[src/rtl/mmio_uart_tx.sv]
// Memory-mapped 8N1 UART transmitter on the data-memory bus.
// Stores to TXDATA queue bytes in a small FIFO; a four-state FSM shifts them out LSB first.
module mmio_uart_tx #(
    parameter logic [31:0] BASE_ADDR   = 32'h1001_0400,
    parameter int          FIFO_DEPTH  = 4,
    parameter logic [15:0] DEFAULT_DIV = 16'd868
) (
    input  logic        clk,
    input  logic        reset,
    input  logic [31:0] Address,
    input  logic [31:0] WriteData,
    input  logic        MemWrite,
    input  logic        MemRead,
    output logic [31:0] ReadData,
    output logic        Hit,
    output logic        TxSerial,
    output logic        TxBusy
);

    localparam int PTR_W = $clog2(FIFO_DEPTH);
    localparam int CNT_W = PTR_W + 1;
    localparam logic [CNT_W-1:0] DEPTH_C = CNT_W'(FIFO_DEPTH);

    typedef enum logic [1:0] {IDLE, START, DATA, STOP} txState_e;

    txState_e         state, stateNext;
    logic [31:0]      addrOffset;
    logic [1:0]       wordSel;
    logic             pushReq, pushOk, popFifo, baudTick;
    logic             statusRead, baudWrite;
    logic             fifoEmpty, fifoFull, overrun;
    logic [CNT_W-1:0] fifoCount;
    logic [PTR_W-1:0] wrPtr, rdPtr;
    logic [7:0]       fifoMem [FIFO_DEPTH];
    logic [7:0]       shiftReg;
    logic [15:0]      baudDiv, divShadow, baudCnt;
    logic [2:0]       bitIdx;
    logic [3:0]       countField;
    logic [15:0]      unusedWriteBits;

    assign unusedWriteBits = WriteData[31:16];

    // Address decode: three aligned words starting at BASE_ADDR
    assign addrOffset = Address - BASE_ADDR;
    assign Hit        = (Address >= BASE_ADDR) && (addrOffset <= 32'd8) && (Address[1:0] == 2'b00);
    assign wordSel    = addrOffset[3:2];

    assign pushReq    = MemWrite && Hit && (wordSel == 2'd0);
    assign baudWrite  = MemWrite && Hit && (wordSel == 2'd2);
    assign statusRead = MemRead  && Hit && (wordSel == 2'd1);
    assign pushOk     = pushReq && ((fifoCount < DEPTH_C) || popFifo);

    assign fifoEmpty  = (fifoCount == '0);
    assign fifoFull   = (fifoCount == DEPTH_C);
    assign countField = 4'(fifoCount);
    assign TxBusy     = (state != IDLE) || !fifoEmpty;

    always_comb begin
        ReadData = 32'd0;
        if (Hit && MemRead) begin
            case (wordSel)
                2'd1:    ReadData = {24'd0, countField, overrun, fifoEmpty, fifoFull, TxBusy};
                2'd2:    ReadData = {16'd0, baudDiv};
                default: ReadData = 32'd0;
            endcase
        end
    end

    always_comb begin
        stateNext = state;
        popFifo   = 1'b0;
        baudTick  = (baudCnt == divShadow - 16'd1);
        case (state)
            IDLE: begin
                if (!fifoEmpty) begin
                    popFifo   = 1'b1;
                    stateNext = START;
                end
            end
            START: if (baudTick) stateNext = DATA;
            DATA:  if (baudTick && bitIdx == 3'd7) stateNext = STOP;
            STOP:  if (baudTick) stateNext = IDLE;
            default: stateNext = IDLE;
        endcase
    end

    always_comb begin
        case (state)
            START:   TxSerial = 1'b0;
            DATA:    TxSerial = shiftReg[bitIdx];
            default: TxSerial = 1'b1;
        endcase
    end

    always_ff @(posedge clk or negedge reset) begin
        if (!reset) begin
            state <= IDLE;
        end else begin
            state <= stateNext;
        end
    end

    always_ff @(posedge clk or negedge reset) begin
        if (!reset) begin
            fifoCount <= '0;
            wrPtr     <= '0;
            rdPtr     <= '0;
            overrun   <= 1'b0;
            baudDiv   <= DEFAULT_DIV;
            baudCnt   <= 16'd0;
            bitIdx    <= 3'd0;
        end else begin
            if (pushOk)  wrPtr <= wrPtr + 1'b1;
            if (popFifo) rdPtr <= rdPtr + 1'b1;
            case ({pushOk, popFifo})
                2'b10:   fifoCount <= fifoCount + 1'b1;
                2'b01:   fifoCount <= fifoCount - 1'b1;
                default: fifoCount <= fifoCount;
            endcase

            // A rejected push in the same cycle as a STATUS read keeps the flag set
            if (pushReq && !pushOk) overrun <= 1'b1;
            else if (statusRead)    overrun <= 1'b0;

            if (baudWrite) baudDiv <= (WriteData[15:0] == 16'd0) ? 16'd1 : WriteData[15:0];

            if (popFifo || state == IDLE) baudCnt <= 16'd0;
            else if (baudTick)            baudCnt <= 16'd0;
            else                          baudCnt <= baudCnt + 16'd1;

            if (state == START && baudTick)     bitIdx <= 3'd0;
            else if (state == DATA && baudTick) bitIdx <= bitIdx + 3'd1;
        end
    end

    // Datapath storage carries no reset; it is only observed once control says it is valid
    always_ff @(posedge clk) begin
        if (pushOk) fifoMem[wrPtr] <= WriteData[7:0];
        if (popFifo) begin
            shiftReg  <= fifoMem[rdPtr];
            divShadow <= baudDiv;
        end
    end

endmodule

[config.mk]
export PLATFORM = sky130hd
export DESIGN_NAME = mmio_uart_tx
export DESIGN_NICKNAME = d
export VERILOG_FILES = /design/src/rtl/mmio_uart_tx.sv
export SDC_FILE = /design/constraint.sdc
export NUM_CORES = 1
export LEC_CHECK = 0
export ABC_AREA = 1
export BUFFER_PORTS_ARGS = -buffer_cell sky130_fd_sc_hd__buf_2
export CORE_MARGIN = 5
export CORE_UTILIZATION = 52
export CTS_BUF_LIST = sky130_fd_sc_hd__clkbuf_16
export DETAILED_ROUTE_END_ITERATION = 16
export PLACE_DENSITY = 0.88
export SLEW_MARGIN = 20
export SYNTH_ARGS = -nofsm -noshare
export SYNTH_HDL_FRONTEND = slang
export SYNTH_SLANG_ARGS = --single-unit
[constraint.sdc]
create_clock -name clk -period 2.5 [get_ports clk]
set_input_delay 0.5 -clock clk [delete_from_list [all_inputs] [get_ports clk]]
set_output_delay 0.5 -clock clk [all_outputs]
set_load 0.02 [all_outputs]
==> results.sh <==
export IMPL_io_buffers=70
export IMPL_overflow=0
export IMPL_cp_max_fo=7
export IMPL_clk_pin_slew_ns=0.07
export IMPL_gp_congestion=0.939
export IMPL_syn_mean_instance_area_um2=7.96
export IMPL_antennaDiodeCount=0
export IMPL_drt_wl_total_um=21600
export IMPL_synth_seq_cells=101
export IMPL_initial_utilization=0.536
export IMPL_peakVddDrop_mv=0.357
export IMPL_yosysSeqAreaShare=0.454
export IMPL_drv_cap=0
export IMPL_failed_checks="setup timing"
export IMPL_grt_pass1_wl_um=29100
export IMPL_antenna_found_initial=0
export IMPL_avgViaCountPerCell=5.96
export IMPL_seqCellArea_um2=2810
export IMPL_cts_tree="built"
export IMPL_dieArea_um2=14200
export IMPL_skew_ns=0.00889
export IMPL_end_kind="output pin"
export IMPL_nets=1029
export IMPL_ios=103
export IMPL_fin_util=0.733
export IMPL_grt_max_degree=35
export IMPL_multiInputGateArea_um2=3520
export IMPL_ys_flop_type="edfxtp_1"
export IMPL_wl_met1_um=7460
export IMPL_yosys_warnings=0
export IMPL_async_reset_ff_frac=0.446
export IMPL_hold_buffers=0
export IMPL_cts_root_buffer="clkbuf_16"
export IMPL_core_um2=11600
export IMPL_place_area_um2=7290
export IMPL_clock_path_buffers=2
export IMPL_max_slew_margin_rel=0.627
export IMPL_required_ns=2.00
export IMPL_vias=6503
export IMPL_min_period_ns=3.18
export IMPL_setup_viol=71
export IMPL_drt_initial_drc_count=819
export IMPL_met3RoutedLength_um=2100
export IMPL_final_area_um2=8480
export IMPL_post_route_period_util=1.27
export IMPL_startpoint_type="input port"
export IMPL_rsz0062_at_grt="yes"
export IMPL_top_layer="met4"
export IMPL_slew_viol_final=0
export IMPL_fin_ws_ns=-0.678
export IMPL_fmax_mhz=315
export IMPL_clock_sinks=101
export IMPL_synth_edf_count=56
export IMPL_powerDensity_nw_per_um2=440
export IMPL_synthesis_area_um2=6200
export IMPL_wl_per_cell_um=19.8
export IMPL_fillers=666
export IMPL_first_pass_iters=6
export IMPL_grt_use_total=0.255
export IMPL_clock_latency_ns=0.35
export IMPL_rows=39
export IMPL_critPathArrivalTime_ns=2.68
export IMPL_grt_pass1_vias=6040
export IMPL_area_growth_pct=36.7
export IMPL_drive_gt1_frac=0.332
export IMPL_status="finished with violations"
export IMPL_synthCells=779
export IMPL_h_tree_depth=3
export IMPL_crit_type="in -> out"
export IMPL_worstHoldPathType="in -> async"
export IMPL_p_leak_nw=3.81
export IMPL_dieHeight_um=119
export IMPL_worst_slew_pin_slew_ns=0.559
export IMPL_synthDistinctLibCells=45
export IMPL_die_width_um=119
export IMPL_drc=0
export IMPL_dp_hpwl_um=12000
export IMPL_met2_length_um=10300
export IMPL_cts_made_buffers=9
export IMPL_final_antenna_net_count=0
export IMPL_hold_viol=0
metal layers:
metal / up-vias / global-route usage
met1: 3015 / 0.291
met5: - / 0
met4: 0 / 0.143
met2: 479 / 0.451
met3: 168 / 0.0474
li1: 2841 / -
sequential cells by signal, indices dropped and copies added (netlist names):
signal / count
divShadow: 16
rdPtr: 2
fifoCount: 3
fifoMem: 32
shiftReg: 8
overrun: 1
bitIdx: 3
state: 2
baudCnt: 16
baudDiv: 16
wrPtr: 2
worst paths after layout:
| check | start | cells after the start | slack [ns] | to |
|---|---|---|---|---|
| max in group asynchronous | reset | 2 | 1.67 | baudDiv[5] |
| setup reg to reg | state[0] | 11 | 0.07 | fifoCount[2] |
| hold / removal | reset | 1 | 0.08 | baudCnt[1] |
| setup / recovery | Address[11] | 13 | -0.68 | ReadData[6] |
| min in group clk | WriteData[13] | 3 | 0.40 | baudDiv[13] |
| hold reg to reg | baudDiv[7] | 0 | 0.49 | divShadow[7] |
through the flow:
step | setup slack (ns) | power, mW | hold WS, ns | TNS (ns) | cells
after CTS | -0.245 | 3.65 | 0.0896 | -6.33 | 1090
after global placement | -0.372 | 2.20 | 0.458 | -12.22 | 1048
after floorplan | -0.144 | 2.05 | 0.204 | -5.52 | 794
after global routing | -0.710 | 3.84 | 0.112 | -31.26 | 1091
after detailed placement | -0.441 | 2.22 | 0.460 | -15.52 | 1048
final | -0.678 | 3.73 | 0.0793 | -28.69 | 1091
report_power, final:
group          switching (mW)  internal, mW  leakage (nW)
Clock                   0.686         0.717         0.151
Combinational           0.322         0.221          2.55
Sequential             0.0164          1.77          1.10
cell type report:
class,count,area share
Multi-Input combinational cell,592,0.415
Sequential cell,101,0.332
Timing Repair Buffer,168,0.163
Inverter,71,0.0320
Clock buffer,9,0.0266
Tap cell,143,0.0211
Clock inverter,7,0.0102
synth_stat cells, drive strengths merged (2+ instances only):
| master | number | share of area |
|---|---|---|
| a21oi | 8 | 0.0065 |
| a31oi | 2 | 0.0020 |
| and2 | 5 | 0.0050 |
| buf | 21 | 0.026 |
| clkbuf | 9 | 0.0054 |
| dfrtp | 40 | 0.16 |
| dfstp | 5 | 0.021 |
| edfxtp | 56 | 0.27 |
| ha | 17 | 0.034 |
| inv | 71 | 0.043 |
| mux2i | 2 | 0.0032 |
| nand2 | 212 | 0.13 |
| nand3 | 68 | 0.060 |
| nand3b | 8 | 0.0097 |
| nand4 | 15 | 0.016 |
| nor2 | 144 | 0.094 |
| nor3 | 3 | 0.0032 |
| nor3b | 4 | 0.0048 |
| nor4 | 4 | 0.0040 |
| o21ai | 31 | 0.026 |
| o22ai | 9 | 0.0091 |
| or2 | 3 | 0.0030 |
| xnor2 | 11 | 0.016 |
| xor2 | 22 | 0.031 |
logic make-up after synthesis:
group | after synthesis | share of synthesized area
compound gates | 56 | 0.0511
xor+xnor | 34 | 0.0504
fa+ha+maj | 18 | 0.0375
buf+inv | 101 | 0.0740
flops | 101 | 0.454
mux | 2 | 0.00323
other cells | 1 | 0.000605
simple gates | 466 | 0.329
placed cells by master, fill, tap and decap left out, types with 11 or more instances in the layout:
master / instances
buf_2: 41
buf_4: 80
buf_6: 40
conb_1: 16
dfrtp_1: 40
edfxtp_1: 56
ha_1: 16
inv_1: 63
nand2_1: 178
nand2_2: 25
nand3_1: 49
nand4_1: 14
nor2_1: 95
nor2_2: 22
nor2_4: 27
o21ai_0: 27
xnor2_1: 11
xor2_1: 22
timing repair:
item                                    CTS  global route
pin swaps                                24            37
resized for setup                        94            86
endpoints found under the setup margin   18            92
setup buffers                            26            12
gates cloned                              0             1
critical path, cell delays in order:
cell     delay (ns)
buf_6          0.11
nor2_4         0.33
nand3_4        0.20
nand2_8        0.17
nand3_2        0.11
nand2_2        0.11
nand2_1        0.08
nand2_1        0.14
nand4_1        0.16
nor2_4         0.25
nand3_4        0.19
a21oi_2        0.18
buf_6          0.14
(Power assumes the default switching activity.)
